$ cat src/rtl/reg_n_bits_pkg.sv
// Shared constants for reg_n_bits so that instantiating blocks agree on the
// default register width and reset value.
//   REG_DEFAULT_W         : default data width in bits
//   REG_MAX_W             : widest legal register
//   REG_DEFAULT_RESET_VAL : default reset value (zero-extended to REG_MAX_W)
package reg_n_bits_pkg;

    localparam int unsigned REG_DEFAULT_W = 4;
    localparam int unsigned REG_MAX_W     = 64;

    localparam logic [REG_MAX_W-1:0] REG_DEFAULT_RESET_VAL = '0;

    // True when a requested width can be built by reg_n_bits.
    function automatic bit reg_width_ok(input int unsigned w);
        return (w >= 1) && (w <= REG_MAX_W);
    endfunction

endpackage

$ cat src/rtl/reg_n_bits.sv
// Parameterised N-bit storage register with load enable and synchronous clear.
// Ports:
//   clk   : clock, all state changes on the rising edge
//   reset : synchronous active-high reset, loads RESET_VAL
//   en    : active-high load enable
//   d     : data to load (N bits)
//   q     : registered contents, driven directly from flops (N bits)
// Priority at each rising edge: reset, then load, then hold.
module reg_n_bits
    import reg_n_bits_pkg::*;
#(
    parameter int unsigned          N         = REG_DEFAULT_W,
    // Supplied up to REG_MAX_W bits wide; only the low N bits are used.
    parameter logic [REG_MAX_W-1:0] RESET_VAL = REG_DEFAULT_RESET_VAL
) (
    input  logic         clk,
    input  logic         reset,
    input  logic         en,
    input  logic [N-1:0] d,
    output logic [N-1:0] q
);

    if (!reg_width_ok(N)) begin : gen_bad_width
        $error("reg_n_bits: N=%0d outside legal range 1..%0d", N, REG_MAX_W);
    end

    localparam logic [N-1:0] ResetValN = RESET_VAL[N-1:0];

    logic [N-1:0] q_q;

    always_ff @(posedge clk) begin
        if (reset) begin
            q_q <= ResetValN;
        end else if (en) begin
            q_q <= d;
        end
    end

    assign q = q_q;

`ifndef SYNTHESIS
    // An unknown reset or enable makes the next q unpredictable; flag it at the edge.
    always @(posedge clk) begin
        if ($isunknown(reset)) begin
            $error("reg_n_bits: reset is X/Z at clock edge");
        end else if (!reset && $isunknown(en)) begin
            $error("reg_n_bits: en is X/Z at clock edge while out of reset");
        end
    end
`endif

endmodule

$ cat config.mk
export PLATFORM = sky130hd
export DESIGN_NAME = reg_n_bits
export DESIGN_NICKNAME = d
export VERILOG_FILES = /design/src/rtl/reg_n_bits_pkg.sv /design/src/rtl/reg_n_bits.sv
export SDC_FILE = /design/constraint.sdc
export NUM_CORES = 1
export LEC_CHECK = 0
export BUFFER_PORTS_ARGS = -buffer_cell sky130_fd_sc_hd__clkbuf_2
export CELL_PAD_IN_SITES_DETAIL_PLACEMENT = 1
export CELL_PAD_IN_SITES_GLOBAL_PLACEMENT = 1
export CORE_AREA = 2 2 39 41
export CTS_CLUSTER_DIAMETER = 80
export DETAILED_ROUTE_END_ITERATION = 8
export DIE_AREA = 0 0 41 43
export PLACE_DENSITY = 0.49
export REMOVE_ABC_BUFFERS = 1
export SYNTH_ARGS = -nofsm -noshare
export SYNTH_HDL_FRONTEND = slang
export SYNTH_SLANG_ARGS = --single-unit
$ cat constraint.sdc
create_clock -name clk -period 0.8 [get_ports clk]
set_input_delay 0.08 -clock clk [delete_from_list [all_inputs] [get_ports clk]]
set_output_delay 0.08 -clock clk [all_outputs]
set_load 0.005 [all_outputs]
## Yosys cells after proc, flatten, opt, wreduce, memory -nomap -nowiden

Index checks and enable logic that the tools add are counted.

| word-level totals | value |
|---|---|
| register bits after elaboration | 4 |
| bits in latches | 0 |
| memory bits (writable) | 0 |
| memory bits (read-only) | 0 |
| output and inout bits | 4 |
| word-level logic and storage cells | 1 |
| memories | 0 |

| cells by class | value |
|---|---|
| $add $sub $neg | 0 |
| $mul | 0 |
| div/mod/pow operators | 0 |
| $lt $le $gt $ge | 0 |
| equal/unequal tests | 0 |
| shift operators | 0 |
| multiplexer cells | 0 |
| bitwise gates (word level) | 0 |
| reduce and logical (&&, ||, !) cells | 0 |

## Depth between registers and ports, before layout

| depth | value |
|---|---|
| word-level depth | 0 |
| gate-level depth with buffers | 3 |
| mapped depth without buffers | 2 |

## Least setup slack after synthesis

OpenSTA, ideal clock, no wires.

| path | value |
|---|---|
| path type | register to register |
| from | register, netlist name q[0] |
| to | register q_q[0], in the netlist q[0] |
| arrival time | 450 ps |
| path slack | 236 ps |
| cell stages (with the launch flop) | 3 |
| buffers on the path | 0 |
| period minus slack after synthesis | 564 ps |
| path through | dfxtp_1 mux2i_1 nor2_1 |

RTL lines:

| element | RTL line | RTL |
|---|---|---|
| to (signal assigned) | reg_n_bits.sv:33 | `q_q <= ResetValN;` |
| to (decl) | reg_n_bits.sv:29 | `logic [N-1:0] q_q;` |

## Worst setup path after layout

| path | value |
|---|---|
| from | register q_q[1], in the netlist q[1] |
| to | output port q[1] |

RTL lines:

| element | RTL line | RTL |
|---|---|---|
| to (decl) | reg_n_bits.sv:20 | `output logic [N-1:0] q` |

No word-level cell between the ends.

==> metrics.md <==
| Metric | Value |
|---|---|
| Run status | `completed` |
| Distinct cells, synth | `4` |
| Final min period | `751 ps` |
| Worst setup SP type | `flip-flop` |
| Worst-path clk slew | `40 ps` |
| Starting Density | `0.101` |
| Core footprint | `1380 µm²` |
| Max_slew headroom | `0.912` |
| Most frequent cells in the layout | `clkbuf_2 (10), mux2i_1 (4), nor2_1 (4), dfxtp_1 (4), clkbuf_4 (3)` |
| Synth Area in XOR/XNOR | `0` |
| Mux share of post-synthesis cell area | `0.286` |
| Compound-Gate Fraction of Synth Area | `0` |
| Pin count of the biggest net entering global routing | `5` |
| Clock latency on the worst-skew pair | `230 ps` |
| Synth warn | `0` |
| CP top delay family | `flip-flops` |
| Syn Inst Count | `13` |
| Worst min path class | `input pin to flip-flop` |
| Die height | `43 µm` |
| Placed inst area | `205 µm²` |
| Worst-Margin Slew | `128 ps` |
| Num CTS Buffers | `3` |
| DR DRC count | `0` |
| Final slew viol count | `0` |
| Port Buf Inserts | `10` |
| Clock H-tree levels | `1` |
| Pwr Density | `2240 nW/µm²` |
| Clk root buf | `clkbuf_4` |
| Max stage delay cell, worst path | `dfxtp_1` |
| Synth Area in Simple Gates | `0.107` |
| Worst-path cell chain | `clkbuf_2` |
| Max-cap violation count | `0` |
| Global Route Usage Sum | `0.0432` |
| Worst VDD drop | `0.296 mV` |
| Max FFs per register | `4` |
| Die width | `41 µm` |
| Vias per cell | `3.20` |
| Antenna violations before repair | `0` |
| Peak Freq | `1330 MHz` |
| WP buf/inv | `1` |
| Layout cells sized above 1 | `0.520` |
| Die area | `1760 µm²` |
| First-pass GRT wire length | `400 µm` |
| Syn Std Cell Area | `140 µm²` |
| Routed Antenna Nets | `0` |
| Crit-path max cell delay | `320 ps` |
| Register bit total from synthesis | `4` |
| Post-route cell area | `228 µm²` |
| Kind of critical path | `flip-flop to output pin` |
| Clock sink total | `4` |
| # IOs | `11` |
| Number of fillers in the final layout | `169` |
| CTS Hold Buffers Added | `0` |
| Post-Synth Adder-Cell Area | `0` |
| Vias in the first global route | `117` |
| Tcrit/Tclk final | `0.938` |
| Leakage | `0.121 nW` |
| Max Root-Sink Buffers | `2` |
| WL per Instance | `8.05 µm` |
| CTS tree | `built` |
| Critical path peak fanout | `2` |
| Setup-failing EPs final | `0` |
| RSZ-0062 raised after global routing | `false` |
| Most common cell after layout, fill and taps aside | `clkbuf_2` |
| Main combinational cell family by area after synthesis | `multiplexers` |
| Seq/Total Area, Yosys | `0.571` |
| Post-CTS setup buffer count | `0` |
| DR vias | `131` |
| Antenna diodes | `0` |
| Final Hold Viols | `0` |
| Pre-CTS WS | `193 ps` |
| Nets | `34` |
| Crit end category | `output pin` |
| Arrival time at the worst endpoint | `670 ps` |
| Drt pass-1 iters | `1` |
| Area grow syn2layout | `62.5%` |
| Routability cong. | `0.472` |
| Worst setup margin | `49.2 ps` |
| Data required, critical path | `720 ps` |
| Avg Cell Area, Syn | `10.8 µm²` |
| Setup Total Neg Slack | `0 ps` |
| Clock Skews | `0 ps` |
| DR iter-0 viols | `0` |
| Post-cts repair resize count | `0` |
| Std-Cell Rows | `14` |
| Routed wire length | `330 µm` |
| Grt total ovfl | `0` |
==> Yosys cell counts <==
cell type / instances / area share
clkbuf_2: 1 / 0.036
dfxtp_1: 4 / 0.57
mux2i_1: 4 / 0.29
nor2_1: 4 / 0.11
==> per-layer routing <==
| metal | up-vias | global-route usage | share of wire |
|---|---|---|---|
| li1 | 67 | - | - |
| met1 | 53 | 0.0322 | 0.40 |
| met2 | 11 | 0.0469 | 0.38 |
| met3 | 0 | 0.0471 | 0.21 |
| met4 | 0 | 0.0600 | 0 |
| met5 | - | 0 | 0 |
==> worst paths after layout <==
| check | start | depth (start not counted) | to | slack (ps) |
|---|---|---|---|---|
| max | q[1]$_SDFFE_PP0P_ | 1 | q[1] | 50 |
| min | reset | 2 | q[0]$_SDFFE_PP0P_ | 80 |
| max reg2reg | q[1]$_SDFFE_PP0P_ | 2 | q[1]$_SDFFE_PP0P_ | 210 |
| min reg2reg | q[2]$_SDFFE_PP0P_ | 2 | q[2]$_SDFFE_PP0P_ | 490 |
==> stage by stage <==
| stage | hold slack [ps] | power (mW) | utilization | cells |
|---|---|---|---|---|
| 6_report | 75.6 | 0.510 | 0.165 | 41 |
| 5_1_grt | 68.5 | 0.553 | 0.165 | 41 |
| 4_1_cts | 66.5 | 0.530 | 0.165 | 41 |
| 3_5_place_dp | 314 | 0.274 | 0.148 | 38 |
| 3_3_place_gp | 307 | 0.272 | 0.148 | 38 |
| 2_1_floorplan | 152 | 0.239 | - | 12 |
==> power breakdown <==
group	total (mW)	switching (mW)	internal [mW]	leakage, nW
Combinational	0.0513	0.0220	0.0292	0.0737
Sequential	0.218	0.00578	0.213	0.0330
Clock	0.240	0.0732	0.167	0.0138
Total	0.510	0.101	0.409	0.121
==> cell families after synthesis <==
logic type             count (synthesis)
muxes                                  4
DFF                                    4
and+or+nand+nor                        4
buffers and inverters                  1
==> layout make-up <==
| cell class | instances | area [µm²] | share of cell area |
|---|---|---|---|
| flip-flops and latches | 4 | 80.1 | 0.352 |
| multi-input cells | 8 | 55.1 | 0.242 |
| repair buffers | 10 | 50.0 | 0.220 |
| clock buffers | 3 | 22.5 | 0.0989 |
| well taps | 16 | 20.0 | 0.0879 |
Note: power is estimated with default switching activity, not from simulation.
